### src/rtl/branch_resolve_queue_pkg.sv
// ============================================================================
// Module   : branch_resolve_queue_pkg
// Brief    : Shared predictor defaults and the saturating-increment helper.
// Revision : 1.0 - initial release
// ============================================================================
`default_nettype none

package branch_resolve_queue_pkg;

  localparam int DEFAULT_ADDRESS_WIDTH = 1;

  // Holds at max_value instead of wrapping; callers narrow the result.
  function automatic logic [63:0] sat_inc(input logic [63:0] value,
                                          input logic [63:0] max_value);
    return (value == max_value) ? value : value + 64'd1;
  endfunction

endpackage

`default_nettype wire

### src/rtl/branch_resolve_queue_sync_fifo.sv
// ============================================================================
// Module   : sync_fifo
// Brief    : Single-clock FIFO storage with occupancy count; no overflow guard.
// Revision : 1.0 - initial release
// ============================================================================
`default_nettype none

module sync_fifo #(
  parameter int width = 2,
  parameter int depth = 4
) (
  input  logic                     clk,
  input  logic                     rst,
  input  logic                     push,
  input  logic [width-1:0]         push_data,
  input  logic                     pop,
  output logic [width-1:0]         head_data,
  output logic [$clog2(depth):0]   count,
  output logic                     full,
  output logic                     empty
);

  localparam int                  c_ptr_w      = $clog2(depth);
  localparam logic [c_ptr_w:0]    c_full_count = (c_ptr_w + 1)'(depth);

  logic [width-1:0]   r_mem [depth];
  logic [c_ptr_w-1:0] r_wr_ptr;
  logic [c_ptr_w-1:0] r_rd_ptr;
  logic [c_ptr_w:0]   r_count;

  // Depth is a power of two, so natural pointer overflow gives the wrap.
  always_ff @(posedge clk) begin
    if (rst) begin
      r_wr_ptr <= '0;
      r_rd_ptr <= '0;
      r_count  <= '0;
    end else begin
      if (push) r_wr_ptr <= r_wr_ptr + c_ptr_w'(1);
      if (pop)  r_rd_ptr <= r_rd_ptr + c_ptr_w'(1);
      case ({push, pop})
        2'b10:   r_count <= r_count + (c_ptr_w + 1)'(1);
        2'b01:   r_count <= r_count - (c_ptr_w + 1)'(1);
        default: r_count <= r_count;
      endcase
    end
  end

  always_ff @(posedge clk) begin
    if (push) r_mem[r_wr_ptr] <= push_data;
  end

  assign head_data = r_mem[r_rd_ptr];
  assign count     = r_count;
  assign full      = (r_count == c_full_count);
  assign empty     = (r_count == '0);

endmodule

`default_nettype wire

### src/rtl/branch_resolve_queue.sv
// ============================================================================
// Module   : branch_resolve_queue
// Brief    : Tracks in-flight branch predictions and trains on resolution.
// Revision : 1.0 - initial release
// ============================================================================
`default_nettype none

module branch_resolve_queue
  import branch_resolve_queue_pkg::*;
#(
  parameter int address_width = DEFAULT_ADDRESS_WIDTH,
  parameter int depth         = 4,
  parameter int count_width   = 16
) (
  input  logic                     clk,
  input  logic                     rst,
  input  logic                     pred_valid,
  input  logic [address_width-1:0] pred_address,
  input  logic                     pred_taken,
  output logic                     pred_ready,
  input  logic                     resolve_valid,
  input  logic                     resolve_taken,
  output logic                     update_enable,
  output logic [address_width-1:0] update_address,
  output logic                     update_result,
  output logic                     mispredict,
  output logic [$clog2(depth):0]   occupancy,
  output logic [count_width-1:0]   branch_count,
  output logic [count_width-1:0]   mispredict_count,
  output logic                     underflow_error
);

  localparam logic [count_width-1:0] c_count_max = '1;

  logic                     w_push;
  logic                     w_pop;
  logic                     w_full;
  logic                     w_empty;
  logic                     w_mismatch;
  logic [address_width:0]   w_head;

  logic                     r_update_enable;
  logic [address_width-1:0] r_update_address;
  logic                     r_update_result;
  logic                     r_mispredict;
  logic [count_width-1:0]   r_branch_count;
  logic [count_width-1:0]   r_mispredict_count;
  logic                     r_underflow_error;

  // Both qualifiers use pre-edge state, so a pop never frees room for a push.
  assign pred_ready = ~w_full;
  assign w_push     = pred_valid & ~w_full;
  assign w_pop      = resolve_valid & ~w_empty;
  assign w_mismatch = w_head[0] ^ resolve_taken;

  sync_fifo #(
    .width (address_width + 1),
    .depth (depth)
  ) u_fifo (
    .clk       (clk),
    .rst       (rst),
    .push      (w_push),
    .push_data ({pred_address, pred_taken}),
    .pop       (w_pop),
    .head_data (w_head),
    .count     (occupancy),
    .full      (w_full),
    .empty     (w_empty)
  );

  always_ff @(posedge clk) begin
    if (rst) begin
      r_update_enable    <= 1'b0;
      r_update_address   <= '0;
      r_update_result    <= 1'b0;
      r_mispredict       <= 1'b0;
      r_branch_count     <= '0;
      r_mispredict_count <= '0;
      r_underflow_error  <= 1'b0;
    end else begin
      r_update_enable <= w_pop;
      r_mispredict    <= w_pop & w_mismatch;
      if (w_pop) begin
        r_update_address <= w_head[address_width:1];
        r_update_result  <= resolve_taken;
        r_branch_count   <= count_width'(sat_inc(64'(r_branch_count), 64'(c_count_max)));
        if (w_mismatch)
          r_mispredict_count <= count_width'(sat_inc(64'(r_mispredict_count), 64'(c_count_max)));
      end
      if (resolve_valid && w_empty) r_underflow_error <= 1'b1;
    end
  end

  assign update_enable    = r_update_enable;
  assign update_address   = r_update_address;
  assign update_result    = r_update_result;
  assign mispredict       = r_mispredict;
  assign branch_count     = r_branch_count;
  assign mispredict_count = r_mispredict_count;
  assign underflow_error  = r_underflow_error;

endmodule

`default_nettype wire

### config.mk
export PLATFORM = sky130hd
export DESIGN_NAME = branch_resolve_queue
export DESIGN_NICKNAME = d
export VERILOG_FILES = /design/src/rtl/branch_resolve_queue_pkg.sv /design/src/rtl/branch_resolve_queue_sync_fifo.sv /design/src/rtl/branch_resolve_queue.sv
export SDC_FILE = /design/constraint.sdc
export NUM_CORES = 1
export LEC_CHECK = 0
export BUFFER_PORTS_ARGS = -buffer_cell sky130_fd_sc_hd__buf_2
export CAP_MARGIN = 0
export CORE_MARGIN = 3
export CORE_UTILIZATION = 45
export DETAILED_ROUTE_END_ITERATION = 10
export GPL_TIMING_DRIVEN = 0
export PLACE_DENSITY_LB_ADDON = 0.08
export SKIP_LAST_GASP = 1
export SLEW_MARGIN = 40
export SYNTH_ARGS = -nofsm -noshare
export SYNTH_HDL_FRONTEND = slang
export SYNTH_HIERARCHICAL = 1
export SYNTH_SLANG_ARGS = --single-unit
### constraint.sdc
create_clock -name clk -period 3.2 [get_ports clk]
set_input_delay 0.32 -clock clk [delete_from_list [all_inputs] [get_ports clk]]
set_output_delay 0.32 -clock clk [all_outputs]
set_load 0.005 [all_outputs]
==> results of run 1 <==
==> synth_stat cells, drive strengths merged (7+ instances only) <==
cell	count	area (um^2)
nand2	13	48.8
a21oi	28	140
or4	13	97.6
clkbuf	9	33.8
o21ai	12	60.1
nor2	22	82.6
edfxtp	8	240
nand3	10	50.1
nand4	12	75.1
inv	12	45.0
ha	7	87.6
dfxtp	46	921
o31ai	10	75.1
or3	11	70.1
==> worst max path at each step <==
| stage | endpoint | slack (ns) | start |
|---|---|---|---|
| 3_3_place_gp | branch_count[1]$_SDFFE_PP0P_ | 0.31 | u_fifo/count[0]$_SDFFE_PP0P_ |
| 6_report | branch_count[1]$_SDFFE_PP0P_ | 0.31 | u_fifo/count[0]$_SDFFE_PP0P_ |
| 4_1_cts | branch_count[1]$_SDFFE_PP0P_ | 0.27 | u_fifo/count[0]$_SDFFE_PP0P_ |
| 3_5_place_dp | branch_count[1]$_SDFFE_PP0P_ | 0.31 | u_fifo/count[0]$_SDFFE_PP0P_ |
| 2_1_floorplan | mispredict_count[15]$_SDFFE_PP0P_ | 0.76 | flop |
| 5_1_grt | branch_count[1]$_SDFFE_PP0P_ | 0.00002 | u_fifo/count[0]$_SDFFE_PP0P_ |
==> kinds of logic (layout without fill, tap and decap cells) <==
family / count (synthesis) / count (layout) / synth area share, %
buffers and inverters: 24 / 79 / 3.68
XOR/XNOR: 8 / 8 / 2.79
flip-flops: 54 / 54 / 46.2
AO/OA/AOI/OAI: 58 / 58 / 13.6
multiplexers: 8 / 8 / 4.38
AND/OR/NAND/NOR: 112 / 112 / 25.0
adder cells (fa/ha/maj): 8 / 8 / 4.28
==> cell type report <==
class	instances	area [um^2]	area share, %
sequential	54	1160	39.5
inverter	13	48.8	1.66
clock buffer	5	68.8	2.34
timing repair buffer	47	235	8.01
multi-input combinational	194	1270	43.1
buffer	11	43.8	1.49
tap	70	87.6	2.98
clock inverter	3	25.0	0.852
==> critical path, stage by stage (launching register included) <==
cell and delay, ns:
dfxtp_1 0.36, nor3_1 0.30, nand2b_1 0.15, clkbuf_1 0.34
clkinv_1 0.43, o41ai_1 0.24, clkbuf_1 0.39, buf_2 0.31
mux2i_1 0.20, nor2_1 0.05
==> sequential cells by signal (all words and copies together) (netlist names), named ones only <==
register / flops
mispredict_count: 16
update_enable: 1
u_fifo/count: 3
update_result: 1
u_fifo/r_wr_ptr: 2
u_fifo/r_rd_ptr: 2
update_address: 1
u_fifo/r_mem: 8
underflow_error: 1
branch_count: 16
mispredict: 1
==> power by group through the flow <==
stage	clock network, mW	logic (mW)	registers (mW)
final	0.391	0.433	0.825
after global routing	0.426	0.491	0.838
after CTS	0.401	0.436	0.826
after detailed placement	0	0.434	0.841
after global placement	0	0.428	0.840
after floorplan	0	0.297	0.835
==> routing by layer <==
layer  up-vias  track usage (%)  part of all wire (%)
met2        55             29.8                    46
met3         4             3.66                   4.8
met1      1043             24.5                    49
met4         0             3.89                  0.76
met5         -                0                     0
li1       1115                -                     -
==> qor.csv, run 1 <==
metric,value,unit
pre-CTS setup slack,0.312,ns
Gate Count Post-Synth,272,
nets@finish,341,
Hold Fails Final Rpt,0,
net count after synthesis,287,
count of final setup violators,0,
worst-path maximum fanout,10,
placed cell count,389,
"commonest non-fill, non-tap cells in the layout","buf_2, dfxtp_1, a21oi_1",
final hold slack,0.227,ns
H-tree depth,2,
Gate power share,26.2,%
WHS Path Cells,1,
final cell count without fillers,397,
Max VDD drop,0.394,mV
GP Congestion,0.842,
Setup Buffers After CTS,0,
FMAX,346,MHz
Worst-Skew Late Latency,0.31,ns
CTS Hold Bufs,0,
Reg2Reg Setup Slack,0.31,ns
Max Cap Viol,0,
initial antenna violation count,0,
diodes inserted,0,
Syn-to-layout area delta,16.8,%
core box area,5270,um^2
TritonCTS clock tree,done,
Switch Pwr,550,uW
DRT iter0 DRCs,104,
crit path DAT,3.08,ns
filler cell count,528,
clock power share,23.7,%
share of cells above drive strength 1,21.4,%
Routed Antenna Nets,0,
die area,6520,um^2
row cnt,26,
GRT Overall Usage,18.0,%
min-delay src,pred_address,
Max clock buf depth,2,
CTS buffer count,5,
Pins Over Slew Limit,0,
drt wl/cell,13.9,um
number of vias per cell,5.58,
YS warnings,6,
"Seq/Total Area, Yosys",46.2,%
Rel. slew slack,51.8,%
Pleak,1.10,nW
Hold Path Class,primary input to flop,
async set or reset register ratio after synthesis,0,%
worst reg-to-reg path cell count,9,
clock root buffer master,clkbuf_8,
average size of a mapped cell,9.24,um^2
global-route wire length before repair,9450,um
post-synth cell types,40,
Clock Skew,0.00759,ns
worst-margin pin slew,0.716,ns
initial core utilization,47.7,%
Critical Path RT,3.38,ns
DR pass1 iterations,4,
end of the worst hold path,u_fifo/r_mem[2][1]$_DFFE_PP_,
Worst Setup Start Kind,flop,
total power,1.65,mW
Reg power frac,50.0,%
Routed WL,5540,um
Worst Slack Setup Final,0.308,ns
DRC violations left,0,
Vias,2217,
fin area,2940,um^2
num ports,48,
Sum Neg Setup Slack,0,ns
clock sink total,54,
status,finished clean,
Overflow after GRT,0,
height of the die,80.7,um
"most common cell after layout, fill and taps aside",buf_2,
Chip Width,80.7,um
vias in the first global route,2036,
Pwr per Cell Area,562,nW/um^2
final core utilization,55.7,%
post_cts resized,0,
Pint,1.10,mW
Placed Area,2840,um^2
"Reg clk slew, reported paths",0.10,ns
min Tclk post-route,2.89,ns
Reg-to-Reg Start,u_fifo/count[0]$_SDFFE_PP0P_,
Reg-to-Reg End,branch_count[1]$_SDFFE_PP0P_,
number of synthesized flops with an enable pin,8,
Syn Std Cell Area,2510,um^2
Sw Share,33.3,%
post-DP HPWL,4020,um
largest net degree at the start of global routing,19,
"flops & latches, synth",54,
crit end category,flop,
Final period util,90.4,%
critical path class,flop to flop,
ys flop type,dfxtp_1,
RSZ-0062 raised after global routing,false,
PortBufs,47,
Note: power is estimated with default switching activity, not from simulation.
==> run 2, diff against run 1 <==
--- a/config.mk
+++ b/config.mk
@@ -16,5 +16,4 @@
 export SLEW_MARGIN = 40
 export SYNTH_ARGS = -nofsm -noshare
 export SYNTH_HDL_FRONTEND = slang
-export SYNTH_HIERARCHICAL = 1
 export SYNTH_SLANG_ARGS = --single-unit
==> run 2 against run 1 <==
Against the previous run: flip-flop and latch count is the same; worst setup slack improved by 0.58 ns; final area up 1.1%; via count fell by 5.6%; synthesized cell count shrank 1.5%; sequential power up 2%; final cell count decreased by 1.0%; register-to-register slack improved by 0.58 ns; critical path depth unchanged; hold slack gained 0.015 ns; first-iteration DRC count down 30%; clock skew grew 0.0017 ns.
==> qor.csv, run 2 <==
metric,value,unit,change
Max Cap Viol,0,,unchanged
post-synth cell types,43,,+7.5%
total power,1.60,mW,-3.0%
TritonCTS clock tree,done,,
post_cts resized,0,,unchanged
"commonest non-fill, non-tap cells in the layout","buf_2, dfxtp_1, nor2_1",,
Critical Path RT,3.43,ns,+0.05 ns
global-route wire length before repair,8920,um,-5.6%
nets@finish,337,,-1.2%
Worst Setup Start Kind,flop,,
crit end category,flop,,
core box area,5300,um^2,+0.62%
fin area,2970,um^2,+1.1%
"flops & latches, synth",54,,unchanged
Synth top cells by count,"dfxtp_1, nor2_1, a21oi_1, nand2_1, xor2_1",,
ys flop type,dfxtp_1,,
Reg-to-Reg Start,u_fifo.count[2]$_SDFFE_PP0P_,,
Final period util,72.1,%,-18 points
Setup Buffers After CTS,0,,unchanged
GRT Overall Usage,17.1,%,-0.95 points
status,finished clean,,
DRT iter0 DRCs,73,,-30%
number of synthesized flops with an enable pin,8,,unchanged
die area,6640,um^2,+1.9%
Pwr per Cell Area,539,nW/um^2,-4.0%
Rel. slew slack,51.9,%,about the same
Reg area,1160,um^2,unchanged
Vias,2092,,-5.6%
Sum Neg Setup Slack,0,ns,unchanged
clock root buffer master,clkbuf_8,,
async set or reset register ratio after synthesis,0,%,unchanged
Placed Area,2890,um^2,+1.6%
min-delay src,pred_address,,
worst-path maximum fanout,7,,-3
busiest grt layer,met2,,
Pleak,1.17,nW,+6.9%
multi-input logic area,1270,um^2,+0.20%
"count leader, synth",dfxtp_1,,
initial core utilization,48.4,%,+0.70 points
Hold Fails Final Rpt,0,,unchanged
vias in the first global route,1944,,-4.5%
largest net degree at the start of global routing,16,,-3
row cnt,26,,unchanged
Reg2Reg Setup Slack,0.89,ns,+0.58 ns
CTS Hold Bufs,0,,unchanged
Clock Skew,0.00931,ns,+0.00172 ns
drt wl/cell,13.3,um,-4.6%
FMAX,433,MHz,+25%
DR pass1 iterations,4,,unchanged
PortBufs,47,,unchanged
"Seq/Total Area, Yosys",45.2,%,-0.95 points
CTS buffer count,5,,unchanged
Hold Path Class,primary input to flop,,
Reg-to-Reg End,u_fifo.count[2]$_SDFFE_PP0P_,,
Max VDD drop,0.364,mV,-7.6%
critical path class,flop to flop,,
filler cell count,519,,-1.7%
share of cells above drive strength 1,22.6,%,+1.2 points
net count after synthesis,283,,-1.4%
M2 GR Usage,29.6,%,-0.16 points
Gate Count Post-Synth,268,,-1.5%
Pins Over Slew Limit,0,,unchanged
Routed Antenna Nets,0,,unchanged
WHS Path Cells,1,,unchanged
GP Congestion,0.822,,-2.4%
H-tree depth,2,,unchanged
"most common cell after layout, fill and taps aside",buf_2,,
number of vias per cell,5.32,,-4.7%
Worst-Skew Late Latency,0.30,ns,about the same
"Reg clk slew, reported paths",0.09,ns,about the same
crit path DAT,2.54,ns,-0.54 ns
met1 usage,21.6,%,-2.9 points
DRC violations left,0,,unchanged
height of the die,81.5,um,+0.96%
worst-margin pin slew,0.715,ns,-0.00108 ns
end of the worst hold path,u_fifo.r_mem[2][1]$_DFFE_PP_,,
post-synth top area cell,dfxtp_1,,
Syn Std Cell Area,2570,um^2,+2.1%
top cell type's share of synthesized area,35.9,%,-0.75 points
initial antenna violation count,0,,unchanged
Max clock buf depth,2,,unchanged
Overflow after GRT,0,,unchanged
clock sink total,54,,unchanged
Syn-to-layout area delta,15.7,%,
min Tclk post-route,2.31,ns,-0.584 ns
largest cells by area after synthesis,"dfxtp_1, edfxtp_1, xor2_1",,
post-DP HPWL,3940,um,-2.1%
Routed WL,5230,um,-5.6%
count of final setup violators,0,,unchanged
average size of a mapped cell,9.58,um^2,+3.6%
worst reg-to-reg path cell count,9,,unchanged
YS warnings,0,,-6
num ports,48,,unchanged
Chip Width,81.5,um,+0.96%
grt met3 use,3.29,%,-0.37 points
diodes inserted,0,,unchanged
RSZ-0062 raised after global routing,false,,
run 2: per-stage QoR:
step                hold slack [ns]  std cells  setup slack (ns)  util (%)
floorplan                     0.419        268              1.07         -
global placement              0.443        385             0.967      54.5
detailed placement            0.445        385             0.912      54.5
CTS                           0.232        393             0.890      56.0
global route                  0.221        393             0.729      56.0
finish                        0.242        393             0.891      56.0
run 2: layout make-up:
cell class | count | share of cell area, %
inverter | 12 | 1.52
clock buffer | 5 | 2.32
tap | 70 | 2.95
sequential | 54 | 39.1
timing repair buffer | 47 | 7.92
buffer | 11 | 3.08
clock inverter | 3 | 0.379
multi-input combinational | 191 | 42.7
run 2: worst max-delay path, stage by stage (launching register included):
cell     delay (ns)
dfxtp_1        0.49
nand3_1        0.22
and2_1         0.25
inv_1          0.08
ha_1           0.17
inv_1          0.06
fa_1           0.37
xor2_1         0.16
or3_1          0.30
a21oi_1        0.14
run 2: worst max path at each step:
| stage | slack [ns] | cells past startpoint | startpoint | endpoint |
|---|---|---|---|---|
| detailed placement | 0.91 | 9 | u_fifo.count[2]$_SDFFE_PP0P_ | u_fifo.count[2]$_SDFFE_PP0P_ |
| global placement | 0.97 | 9 | u_fifo.count[2]$_SDFFE_PP0P_ | u_fifo.count[2]$_SDFFE_PP0P_ |
| CTS | 0.89 | 10 | u_fifo.count[0]$_SDFFE_PP0P_ | u_fifo.count[2]$_SDFFE_PP0P_ |
| global route | 0.73 | 10 | u_fifo.count[0]$_SDFFE_PP0P_ | u_fifo.count[2]$_SDFFE_PP0P_ |
| finish | 0.89 | 9 | u_fifo.count[2]$_SDFFE_PP0P_ | u_fifo.count[2]$_SDFFE_PP0P_ |
| floorplan | 1.07 | 10 | u_fifo.count[0]$_SDFFE_PP0P_ | u_fifo.count[2]$_SDFFE_PP0P_ |
run 2: cell families (layout without fill, tap and decap cells):
family / count (synthesis) / after routing / synth area share (%)
AO/OA/AOI/OAI: 46 / 46 / 12.6
XOR/XNOR: 18 / 18 / 6.14
adder cells (fa/ha/maj): 8 / 8 / 4.19
buffers and inverters: 23 / 78 / 5.31
flip-flops: 54 / 54 / 45.2
multiplexers: 7 / 7 / 3.36
AND/OR/NAND/NOR: 112 / 112 / 23.2
run 2: layer usage:
metal | routed length [um] | vias up | share of wire (%)
met5 | 0 | - | 0
met4 | 45 | 0 | 0.86
met3 | 208 | 5 | 4.0
met2 | 2540 | 42 | 49
met1 | 2430 | 967 | 47
li1 | - | 1078 | -
run 2: report_power, final:
part,leakage [nW],internal (mW),switching [mW]
Sequential,0.446,0.764,0.0761
Clock,0.0407,0.147,0.209
Combinational,0.685,0.179,0.225
==> run 3, diff against run 2 <==
==> constraint.sdc (replaced) <==
create_clock -name clk -period 2.36 [get_ports clk]
set_input_delay 0.236 -clock clk [delete_from_list [all_inputs] [get_ports clk]]
set_output_delay 0.236 -clock clk [all_outputs]
set_load 0.005 [all_outputs]
==> run 3 against run 2 <==
Against the previous run: clock skew hardly changed; via count increased by 0.19%; final cell count did not move; flip-flop and latch count is the same; core utilization is 0.12 points higher; combinational power grew 36%; wire length fell by 0.19%; non-clock buffer count stayed put; highest routed layer unchanged.
==> qor.csv, run 3 (synthesis gave the netlist of run 2 again) <==
metric,value,unit,change
status,finished clean,,
critical path depth,10,,+1
global-route wire length before repair,8920,um,unchanged
initial antenna violation count,0,,unchanged
worst-margin pin slew,0.715,ns,-0.000000238 ns
critical path's slowest cell,dfxtp_1,,
"Reg clk slew, reported paths",0.09,ns,about the same
CTS Hold Bufs,0,,unchanged
Worst path top cell family by delay,simple AND/OR/NAND/NOR gates,,
placed cell count,385,,unchanged
Pins Over Slew Limit,0,,unchanged
GRT Overall Usage,17.1,%,unchanged
row cnt,26,,unchanged
Reg-to-Reg Start,u_fifo.count[0]$_SDFFE_PP0P_,,
DRT iter0 DRCs,60,,-18%
worst reg-to-reg path cell count,10,,+1
crit end category,flop,,
Max Cap Viol,0,,unchanged
Sw Share,32.0,%,+0.083 points
H-tree depth,2,,unchanged
Syn-to-layout area delta,15.9,%,
RSZ-0062 raised after global routing,false,,
Sum Neg Setup Slack,0,ns,unchanged
Setup crit start,u_fifo.count[0]$_SDFFE_PP0P_,,
PortBufs,47,,unchanged
worst-path maximum fanout,6,,-1
diodes inserted,0,,unchanged
clock power share,22.2,%,about the same
height of the die,81.5,um,unchanged
Max VDD drop,0.494,mV,+36%
die area,6640,um^2,unchanged
DR pass1 iterations,4,,unchanged
"commonest non-fill, non-tap cells in the layout","buf_2, dfxtp_1, nor2_1",,
clock root buffer master,clkbuf_8,,
drt wl/cell,13.3,um,-0.19%
Routed Antenna Nets,0,,unchanged
FMAX,452,MHz,+4.4%
Switch Pwr,696,uW,+36%
crit path buf inv count,3,,+1
Chip Width,81.5,um,unchanged
Rel. slew slack,51.9,%,unchanged
Reg power frac,52.5,%,about the same
largest net degree at the start of global routing,16,,unchanged
number of vias per cell,5.33,,+0.19%
DRC violations left,0,,unchanged
initial core utilization,48.4,%,unchanged
num ports,48,,unchanged
GP Congestion,0.822,,unchanged
Clock Skew,0.00964,ns,+0.000336 ns
min Tclk post-route,2.21,ns,-0.0975 ns
Hold Path Class,primary input to flop,,
Pint,1.48,mW,+36%
clock sink total,54,,unchanged
critical path class,flop to flop,,
core box area,5300,um^2,unchanged
min-delay src,pred_address,,
Worst Setup Start Kind,flop,,
Routed WL,5220,um,-0.19%
CTS buffer count,5,,unchanged
share of cells above drive strength 1,23.8,%,+1.2 points
Max clock buf depth,2,,unchanged
TritonCTS clock tree,done,,
final cell count without fillers,393,,unchanged
Vias,2096,,+0.19%
vias in the first global route,1944,,unchanged
"Largest stage delay, worst path",0.40,ns,-0.09 ns
Overflow after GRT,0,,unchanged
"most common cell after layout, fill and taps aside",buf_2,,
Pleak,1.17,nW,about the same
Critical Path Most Common Cell,inv_1,,
crit path DAT,2.44,ns,-0.10 ns
crit path cell chain,inv_2 -> nand3_2 -> and2_1 -> inv_1 -> ha_1 -> inv_1 -> fa_1 -> xor2_1 -> or3_1 -> a21oi_1,,
Final period util,93.7,%,+22 points
Worst-Skew Late Latency,0.30,ns,about the same
WHS Path Cells,1,,unchanged
Pwr per Cell Area,732,nW/um^2,+36%
post-DP HPWL,3940,um,unchanged
nets@finish,337,,unchanged
Critical Path RT,2.59,ns,-0.84 ns
Hold Fails Final Rpt,0,,unchanged
Gate power share,25.3,%,about the same
count of final setup violators,0,,unchanged
-- run 3: cell counts in the layout (fill, tap and decap cells not counted) --
Identical to the previous run, type by type.
-- run 3: power by group through the flow --
stage          clock network, mW  registers, mW  logic, mW
2_1_floorplan                  0           1.15      0.385
3_3_place_gp                   0           1.16      0.543
3_5_place_dp                   0           1.16      0.556
4_1_cts                    0.500           1.14      0.557
5_1_grt                    0.544           1.16      0.631
6_report                   0.483           1.14      0.550
-- run 3: path summary, 6_finish.rpt --
check | endpoint | slack (ns)
worst max-delay path | u_fifo.count[2]$_SDFFE_PP0P_ | 0.15
worst min-delay path | u_fifo.r_mem[2][1]$_DFFE_PP_ | 0.16
worst max register to register | u_fifo.count[2]$_SDFFE_PP0P_ | 0.15
worst min register to register | update_address$_SDFFE_PP0P_ | 0.46
-- run 3: timing repair --
item,4_1_cts,5_1_grt
setup buffers,0,0
setup endpoints to repair,0,1
gates resized for setup,0,4
-- run 3: layout make-up --
cell class	instances	area, um^2
Inverter	12	45.0
Timing Repair Buffer	47	235
Buffer	11	91.3
Fill cell	517	2330
Sequential cell	54	1160
Clock inverter	3	11.3
Multi-Input combinational cell	191	1270
Tap cell	70	87.6
Clock buffer	5	68.8
-- run 3: stage by stage --
stage | setup WS (ns) | utilization, % | hold slack (ns) | power [mW] | area (um^2)
floorplan | 0.229 | - | 0.335 | 1.54 | 2570
detailed placement | 0.0715 | 54.5 | 0.445 | 1.72 | 2890
finish | 0.149 | 56.1 | 0.158 | 2.18 | 2980
CTS | 0.0501 | 56.0 | 0.148 | 2.20 | 2970
global placement | 0.127 | 54.5 | 0.443 | 1.70 | 2890
global route | 0.0108 | 56.1 | 0.137 | 2.34 | 2980
-- run 3: metal layers --
metal | wire, um | GRT usage [%] | vias to the layer above | share of wire [%]
met1 | 2410 | 21.6 | 971 | 46
li1 | - | - | 1078 | -
met5 | 0 | 0 | - | 0
met4 | 45 | 4.56 | 0 | 0.86
met3 | 205 | 3.29 | 5 | 3.9
met2 | 2560 | 29.6 | 42 | 49
